$ cat config.mk
export PLATFORM = sky130hd
export DESIGN_NAME = fwvexrisc_wb_timer_flat
export DESIGN_NICKNAME = d
export VERILOG_FILES = /design/src/rtl/fwvexrisc_wb_timer_pkg.sv /design/src/rtl/fwvexrisc_wb_timer_if.sv /design/src/rtl/fwvexrisc_timer_prescaler.sv /design/src/rtl/fwvexrisc_wb_timer.sv /design/src/flat_wrapper.sv
export SDC_FILE = /design/constraint.sdc
export NUM_CORES = 1
export LEC_CHECK = 0
export BUFFER_PORTS_ARGS = -buffer_cell sky130_fd_sc_hd__buf_2
export CELL_PAD_IN_SITES_DETAIL_PLACEMENT = 1
export CELL_PAD_IN_SITES_GLOBAL_PLACEMENT = 1
export CORE_UTILIZATION = 47
export CTS_BUF_LIST = sky130_fd_sc_hd__clkbuf_16
export DETAILED_ROUTE_END_ITERATION = 16
export PLACE_DENSITY_LB_ADDON = 0.1
export SYNTH_ARGS = -nofsm -noshare
export SYNTH_HDL_FRONTEND = slang
export SYNTH_SLANG_ARGS = --single-unit
$ cat constraint.sdc
create_clock -name clock -period 4.2 [get_ports clock]
set_input_delay 0.84 -clock clock [delete_from_list [all_inputs] [get_ports clock]]
set_output_delay 0.84 -clock clock [all_outputs]
set_load 0.02 [all_outputs]
$ cat src/rtl/fwvexrisc_wb_timer_pkg.sv
// rtl/fwvexrisc_wb_timer_pkg.sv - register map, CTRL layout and byte-lane helper for the Wishbone timer
// Shared by the timer top and its testbench. CTRL write masks depend on whether
// FWVEXRISC_WB_TIMER_PRESCALE_EN is defined (prescale byte implemented or not).
package fwvexrisc_wb_timer_pkg;

    localparam logic [1:0] REG_CTRL    = 2'd0;
    localparam logic [1:0] REG_STATUS  = 2'd1;
    localparam logic [1:0] REG_COUNT   = 2'd2;
    localparam logic [1:0] REG_COMPARE = 2'd3;

    localparam int CTRL_EN_BIT          = 0;
    localparam int CTRL_IRQ_EN_BIT      = 1;
    localparam int CTRL_AUTO_RELOAD_BIT = 2;
    localparam int CTRL_PRESCALE_LSB    = 8;

    // Writable CTRL bits; everything else is held at 0 and reads back as 0.
    localparam logic [31:0] CTRL_MASK_BASE = (32'd1 << CTRL_EN_BIT)
                                           | (32'd1 << CTRL_IRQ_EN_BIT)
                                           | (32'd1 << CTRL_AUTO_RELOAD_BIT);
    localparam logic [31:0] CTRL_MASK_FULL = CTRL_MASK_BASE | (32'hFF << CTRL_PRESCALE_LSB);

    typedef struct packed {
        logic [15:0] rsvd_hi;
        logic [7:0]  prescale;
        logic [4:0]  rsvd_lo;
        logic        auto_reload;
        logic        irq_en;
        logic        en;
    } ctrl_t;

    // Replace only the bytes whose select bit is set.
    function automatic logic [31:0] byte_merge(input logic [31:0] old_v,
                                               input logic [31:0] new_v,
                                               input logic [3:0]  sel);
        logic [31:0] r;
        r = old_v;
        for (int i = 0; i < 4; i++) begin
            if (sel[i]) r[8*i +: 8] = new_v[8*i +: 8];
        end
        return r;
    endfunction

endpackage

$ cat src/rtl/fwvexrisc_wb_timer_if.sv
// rtl/fwvexrisc_wb_timer_if.sv - Wishbone classic single-word target bus bundle
// master: drives t_adr/t_dat_w/t_cyc/t_stb/t_we/t_sel, receives t_dat_r/t_ack.
// slave : the timer side of the same signals.
interface fwvexrisc_wb_timer_if;
    logic [31:0] t_adr;
    logic [31:0] t_dat_w;
    logic [31:0] t_dat_r;
    logic        t_cyc;
    logic        t_stb;
    logic        t_we;
    logic [3:0]  t_sel;
    logic        t_ack;

    modport master (output t_adr, t_dat_w, t_cyc, t_stb, t_we, t_sel,
                    input  t_dat_r, t_ack);
    modport slave  (input  t_adr, t_dat_w, t_cyc, t_stb, t_we, t_sel,
                    output t_dat_r, t_ack);
endinterface

$ cat src/rtl/fwvexrisc_timer_prescaler.sv
// rtl/fwvexrisc_timer_prescaler.sv - 8-bit prescaler producing a one-cycle count tick
// Ports: clock, reset (async active-low), en, prescale[7:0] (divide-minus-one),
// clear (restart from 0), tick (high when en and the divider reaches prescale).
module fwvexrisc_timer_prescaler (
    input  logic       clock,
    input  logic       reset,
    input  logic       en,
    input  logic [7:0] prescale,
    input  logic       clear,
    output logic       tick
);
    logic [7:0] div_q;
    logic [7:0] div_d;

    assign tick = en && (div_q == prescale);

    always_comb begin
        div_d = div_q + 8'd1;
        if (!en || clear || tick) div_d = 8'd0;
    end

    always_ff @(posedge clock or negedge reset) begin
        if (!reset) div_q <= 8'd0;
        else        div_q <= div_d;
    end
endmodule

$ cat src/rtl/fwvexrisc_wb_timer.sv
// rtl/fwvexrisc_wb_timer.sv - Wishbone timer: 32-bit counter, compare, auto-reload, sticky pending, irq
// Ports: clock, reset (async active-low), bus (fwvexrisc_wb_timer_if.slave,
// one-cycle registered ack), irq (pending & CTRL.irq_en).
// Build option: FWVEXRISC_WB_TIMER_PRESCALE_EN adds the 8-bit prescaler and CTRL[15:8].
module fwvexrisc_wb_timer
    import fwvexrisc_wb_timer_pkg::*;
#(
    parameter logic [31:0] RESET_COMPARE = 32'hFFFF_FFFF
) (
    input  logic                      clock,
    input  logic                      reset,
    fwvexrisc_wb_timer_if.slave       bus,
    output logic                      irq
);
`ifdef FWVEXRISC_WB_TIMER_PRESCALE_EN
    localparam logic [31:0] CTRL_MASK = CTRL_MASK_FULL;
`else
    localparam logic [31:0] CTRL_MASK = CTRL_MASK_BASE;
`endif

    ctrl_t       ctrl_q, ctrl_d;
    logic        pending_q, pending_d;
    logic [31:0] count_q, count_d;
    logic [31:0] compare_q, compare_d;
    logic        ack_q;
    logic [31:0] dat_r_q, dat_r_d;

    logic        req, wr, tick, match;
    logic        wr_ctrl, wr_status, wr_count, wr_compare;
    logic [1:0]  reg_sel;
    logic        unused_adr;

    assign unused_adr = ^{bus.t_adr[31:4], bus.t_adr[1:0]};

    // The registered ack masks the next cycle, giving one access per two cycles.
    assign req        = bus.t_cyc && bus.t_stb && !ack_q;
    assign wr         = req && bus.t_we;
    assign reg_sel    = bus.t_adr[3:2];
    assign wr_ctrl    = wr && (reg_sel == REG_CTRL);
    assign wr_status  = wr && (reg_sel == REG_STATUS);
    assign wr_count   = wr && (reg_sel == REG_COUNT);
    assign wr_compare = wr && (reg_sel == REG_COMPARE);

`ifdef FWVEXRISC_WB_TIMER_PRESCALE_EN
    // Touching the prescale byte restarts the divider so the new ratio starts clean.
    fwvexrisc_timer_prescaler u_prescaler (
        .clock    (clock),
        .reset    (reset),
        .en       (ctrl_q.en),
        .prescale (ctrl_q.prescale),
        .clear    (wr_ctrl && bus.t_sel[1]),
        .tick     (tick)
    );
`else
    assign tick = ctrl_q.en;
`endif

    assign match = tick && (count_q == compare_q);
    assign irq   = pending_q && ctrl_q.irq_en;

    always_comb begin
        ctrl_d    = ctrl_q;
        pending_d = pending_q;
        count_d   = count_q;
        compare_d = compare_q;
        dat_r_d   = dat_r_q;

        if (wr_ctrl)
            ctrl_d = ctrl_t'(byte_merge(32'(ctrl_q), bus.t_dat_w, bus.t_sel) & CTRL_MASK);
        if (wr_compare)
            compare_d = byte_merge(compare_q, bus.t_dat_w, bus.t_sel);

        if (tick)
            count_d = (match && ctrl_q.auto_reload) ? 32'd0 : count_q + 32'd1;
        // Bus write beats a same-cycle increment.
        if (wr_count)
            count_d = byte_merge(count_q, bus.t_dat_w, bus.t_sel);

        // A same-cycle match beats the write-1-to-clear.
        if (wr_status && bus.t_sel[0] && bus.t_dat_w[0])
            pending_d = 1'b0;
        if (match)
            pending_d = 1'b1;

        // Read data captures pre-update register values.
        if (req) begin
            case (reg_sel)
                REG_CTRL:   dat_r_d = 32'(ctrl_q);
                REG_STATUS: dat_r_d = {31'd0, pending_q};
                REG_COUNT:  dat_r_d = count_q;
                default:    dat_r_d = compare_q;
            endcase
        end
    end

    always_ff @(posedge clock or negedge reset) begin
        if (!reset) begin
            ctrl_q    <= '0;
            pending_q <= 1'b0;
            count_q   <= 32'd0;
            compare_q <= RESET_COMPARE;
            ack_q     <= 1'b0;
            dat_r_q   <= 32'd0;
        end else begin
            ctrl_q    <= ctrl_d;
            pending_q <= pending_d;
            count_q   <= count_d;
            compare_q <= compare_d;
            ack_q     <= req;
            dat_r_q   <= dat_r_d;
        end
    end

    assign bus.t_ack   = ack_q;
    assign bus.t_dat_r = dat_r_q;
endmodule

$ cat src/flat_wrapper.sv
// flat-port wrapper written by rule: the top's interface ports become plain ports
module fwvexrisc_wb_timer_flat import fwvexrisc_wb_timer_pkg::*;
#(
    parameter logic [31:0] RESET_COMPARE = 32'hFFFF_FFFF
)
  (clock, reset, irq, bus_t_adr, bus_t_dat_w, bus_t_cyc, bus_t_stb, bus_t_we, bus_t_sel, bus_t_dat_r, bus_t_ack);
  fwvexrisc_wb_timer_if bus_i ();
  input  logic clock;
  input  logic reset;
  output logic irq;
  input wire logic [$bits(bus_i.t_adr)-1:0] bus_t_adr;
  input wire logic [$bits(bus_i.t_dat_w)-1:0] bus_t_dat_w;
  input wire logic [$bits(bus_i.t_cyc)-1:0] bus_t_cyc;
  input wire logic [$bits(bus_i.t_stb)-1:0] bus_t_stb;
  input wire logic [$bits(bus_i.t_we)-1:0] bus_t_we;
  input wire logic [$bits(bus_i.t_sel)-1:0] bus_t_sel;
  output wire logic [$bits(bus_i.t_dat_r)-1:0] bus_t_dat_r;
  output wire logic [$bits(bus_i.t_ack)-1:0] bus_t_ack;
  assign bus_i.t_adr = bus_t_adr;
  assign bus_i.t_dat_w = bus_t_dat_w;
  assign bus_i.t_cyc = bus_t_cyc;
  assign bus_i.t_stb = bus_t_stb;
  assign bus_i.t_we = bus_t_we;
  assign bus_i.t_sel = bus_t_sel;
  assign bus_t_dat_r = bus_i.t_dat_r;
  assign bus_t_ack = bus_i.t_ack;
  fwvexrisc_wb_timer #(.RESET_COMPARE(RESET_COMPARE)) u_core (.clock(clock), .reset(reset), .bus(bus_i), .irq(irq));
endmodule
==> flow_summary.toml <==
[run_status]
outcome = "finished with violations"
violations = "design-rule violations"

[timing]
rsz0062_at_grt = "no"
setup_viol = 0
period_minus_slack_ns = 2.77
tns_ns = 0
relSlewSlack_pct = 24.3
worst_pin_slew_ns = 1.14
finClkSkew_ns = 0.00940
post-route-period-util_pct = 66.0
finalHoldViolations = 0
finalMaxSlewViolations = 0
fmax_ghz = 0.361

[die]
die_x_um = 111
die_height_um = 111
die_area_mm2 = 0.0124
start_util_pct = 48.7
io_pins = 107
core_mm2 = 0.0116
rows = 39

[critical_path]
worstPathRequired_ns = 4.44
critPathArrivalTime_ns = 3.01
cp_num_buf_inv = 0
crit_family = "simple AND/OR/NAND/NOR gates"
worstPathCellList = "o2111ai_1, or4_4, nor3_2, nor3_1, a221o_1"
cp_max_fo = 10
crit_type = "reg2reg"
crit_path_end_kind = "register"
cp_slowest_cell = "nor3_2"
cp-start-kind = "register"
max_stage_delay_ns = 0.69

[synth]
synth_top_area_share_pct = 30.7
synth-warning-count = 0
synth-edff-count = 0
yosys-top-cells-area = "dfrtp_1 (31%), dfstp_2 (15%), mux2_2 (7.0%)"
syn_area_mm2 = 0.00563
synth_top_flop_cell = "dfrtp_1"
syn_nets = 628
ys_ff_latch = 101
synthCells = 554
seq_area_frac_synth_pct = 45.6
syn_avg_cell_area_um2 = 10.2
synthArstFlopShare_pct = 100
synth_cell_types = 59
synth_top_cell_by_area = "dfrtp_1"

[finish]
instances_no_fill = 754
num-nets-final = 680
diodes = 0
postLayoutCoreUtil_pct = 54.9
area_growth_syn_to_layout_pct = 12.8
drive_gt1_share_pct = 28.0

[clock_tree]
cts.sinks = 101
clock_latency_ns = 0.36
ctsHtreeMaxLevel = 3
cts_hold_buf = 0
cts_buffer_depth = 2
path_clk_slew_ns = 0.07
cts_resized = 0
numCtsBuffers = 9
cts_tree = "done"
post_cts_buffers = 0
cts_root_buf = "clkbuf_16"

[global_routing]
grt_antenna_before_repair = 0
grt_pass1_wl_um = 27100
grt_usage_pct = 28.7
grt-ovfl-total = 0
grt_pass1_vias = 4775
grt_max_degree = 89

[placed_design]
port_buffers = 76
place_congestion = 0.894
dp.cells = 738
dp_hpwl_um = 12100

[drt]
dr.pass1.iters = 11
drc = 12
viasPerCell = 6.18
ant_nets = 0
drt_wl_total_um = 16900
vias = 4662
drt_iter0_markers = 350
wl_per_cell_um = 22.4

[worst_hold_path]
min_path_type = "reg2reg"

[power]
vdd.ir_drop.worst_mv = 0.231
powerDensity_mw_per_mm2 = 524
p_leak_nw = 2.82

[job]
drv_cap = 0
[metal layers]
metal | up-vias | GRT usage (%) | wire length (um)
met2 | 148 | 44.1 | 7630
met3 | 19 | 4.52 | 947
met4 | 0 | 10.4 | 337
met5 | - | 0 | 0
met1 | 2373 | 40.9 | 7940
li1 | 2122 | - | -
[worst reg2reg max path, delay by kind of cell (launching register included)]
family,cells,cell delay [ns]
AO/OA/AOI/OAI,2,0.57
flip-flops,1,0.67
AND/OR/NAND/NOR,3,1.42
[cell usage after synthesis, types with 16 or more instances]
cell and number:
o21ai_0 19, mux2i_1 31, xor2_1 24, nand2_1 39, dfrtp_1 69, dfstp_2 32, xnor2_1 16, mux2_2 35
nor2_1 60, clkbuf_1 19, a22o_1 29
[final cells by class]
class                      instances  area, um^2
fill                            1301        5220
sequential                       101        2570
multi-input combinational        405        2860
inverter                           7        26.3
clock buffer                       9         225
clock inverter                     7        65.1
tap                              143         179
timing repair buffer              82         428
[cells in the final DEF, fill, tap and decap left out, types with 9 or more instances in the layout]
cell,netlist,layout
nand3_1,12,12
o21ai_0,19,19
mux2_2,35,35
nor4_1,10,10
dfstp_2,32,32
nand2_1,39,39
buf_2,11,75
xor2_1,24,24
and3_1,12,12
nor3_1,13,13
clkbuf_16,0,9
a22o_1,29,29
nand4_1,14,14
dfrtp_1,69,69
nor2_1,60,60
xnor2_1,16,16
mux2i_1,31,31
a22oi_1,14,14
[flip-flops by register name, summed over array words and instances (netlist names)]
| signal | count |
|---|---|
| u_core.bus.t_dat_r | 32 |
| u_core.count_q | 32 |
| u_core.pending_q | 1 |
| u_core.compare_q | 32 |
| u_core.bus.t_ack | 1 |
| u_core.ctrl_q | 2 |
| u_core.tick | 1 |
[logic make-up after synthesis]
| kind of cell | Yosys count | share of synthesized area (%) |
|---|---|---|
| multiplexers | 67 | 12.9 |
| AND/OR/NAND/NOR | 194 | 17.8 |
| buffers and inverters | 48 | 3.64 |
| XOR/XNOR | 40 | 6.22 |
| AO/OA/AOI/OAI | 103 | 13.6 |
| adder cells (fa/ha/maj) | 1 | 0.222 |
| flip-flops | 101 | 45.6 |
[metrics by stage]
step | hold slack (ns) | setup WS, ns | instance area, um^2 | power (W)
floorplan | 0.479 | 1.85 | 5630 | 0.00214
global placement | 0.481 | 1.25 | 6060 | 0.00242
detailed placement | 0.475 | 1.11 | 6060 | 0.00248
CTS | 0.492 | 1.44 | 6350 | 0.00333
global route | 0.517 | 1.28 | 6350 | 0.00349
finish | 0.497 | 1.43 | 6350 | 0.00333
[final timing paths]
check,start,to,slack (ns),cells past startpoint
setup reg to reg,u_core.count_q[7],u_core.count_q[26],1.43,5
hold / removal,u_core.bus.t_dat_r[0],u_core.bus.t_dat_r[0],0.50,2
setup / recovery,u_core.count_q[7],u_core.count_q[26],1.43,5
max in group asynchronous,reset,u_core.bus.t_dat_r[17],2.66,2
hold reg to reg,u_core.bus.t_dat_r[0],u_core.bus.t_dat_r[0],0.50,2
min in group asynchronous,reset,u_core.bus.t_dat_r[7],0.71,1
[report_power, final]
part           internal, W  total [W]  switching, W
clock             0.000458   0.000842      0.000384
sequential         0.00123    0.00155      0.000326
combinational     0.000407   0.000931      0.000523
Power figures use the tool's default switching activity.
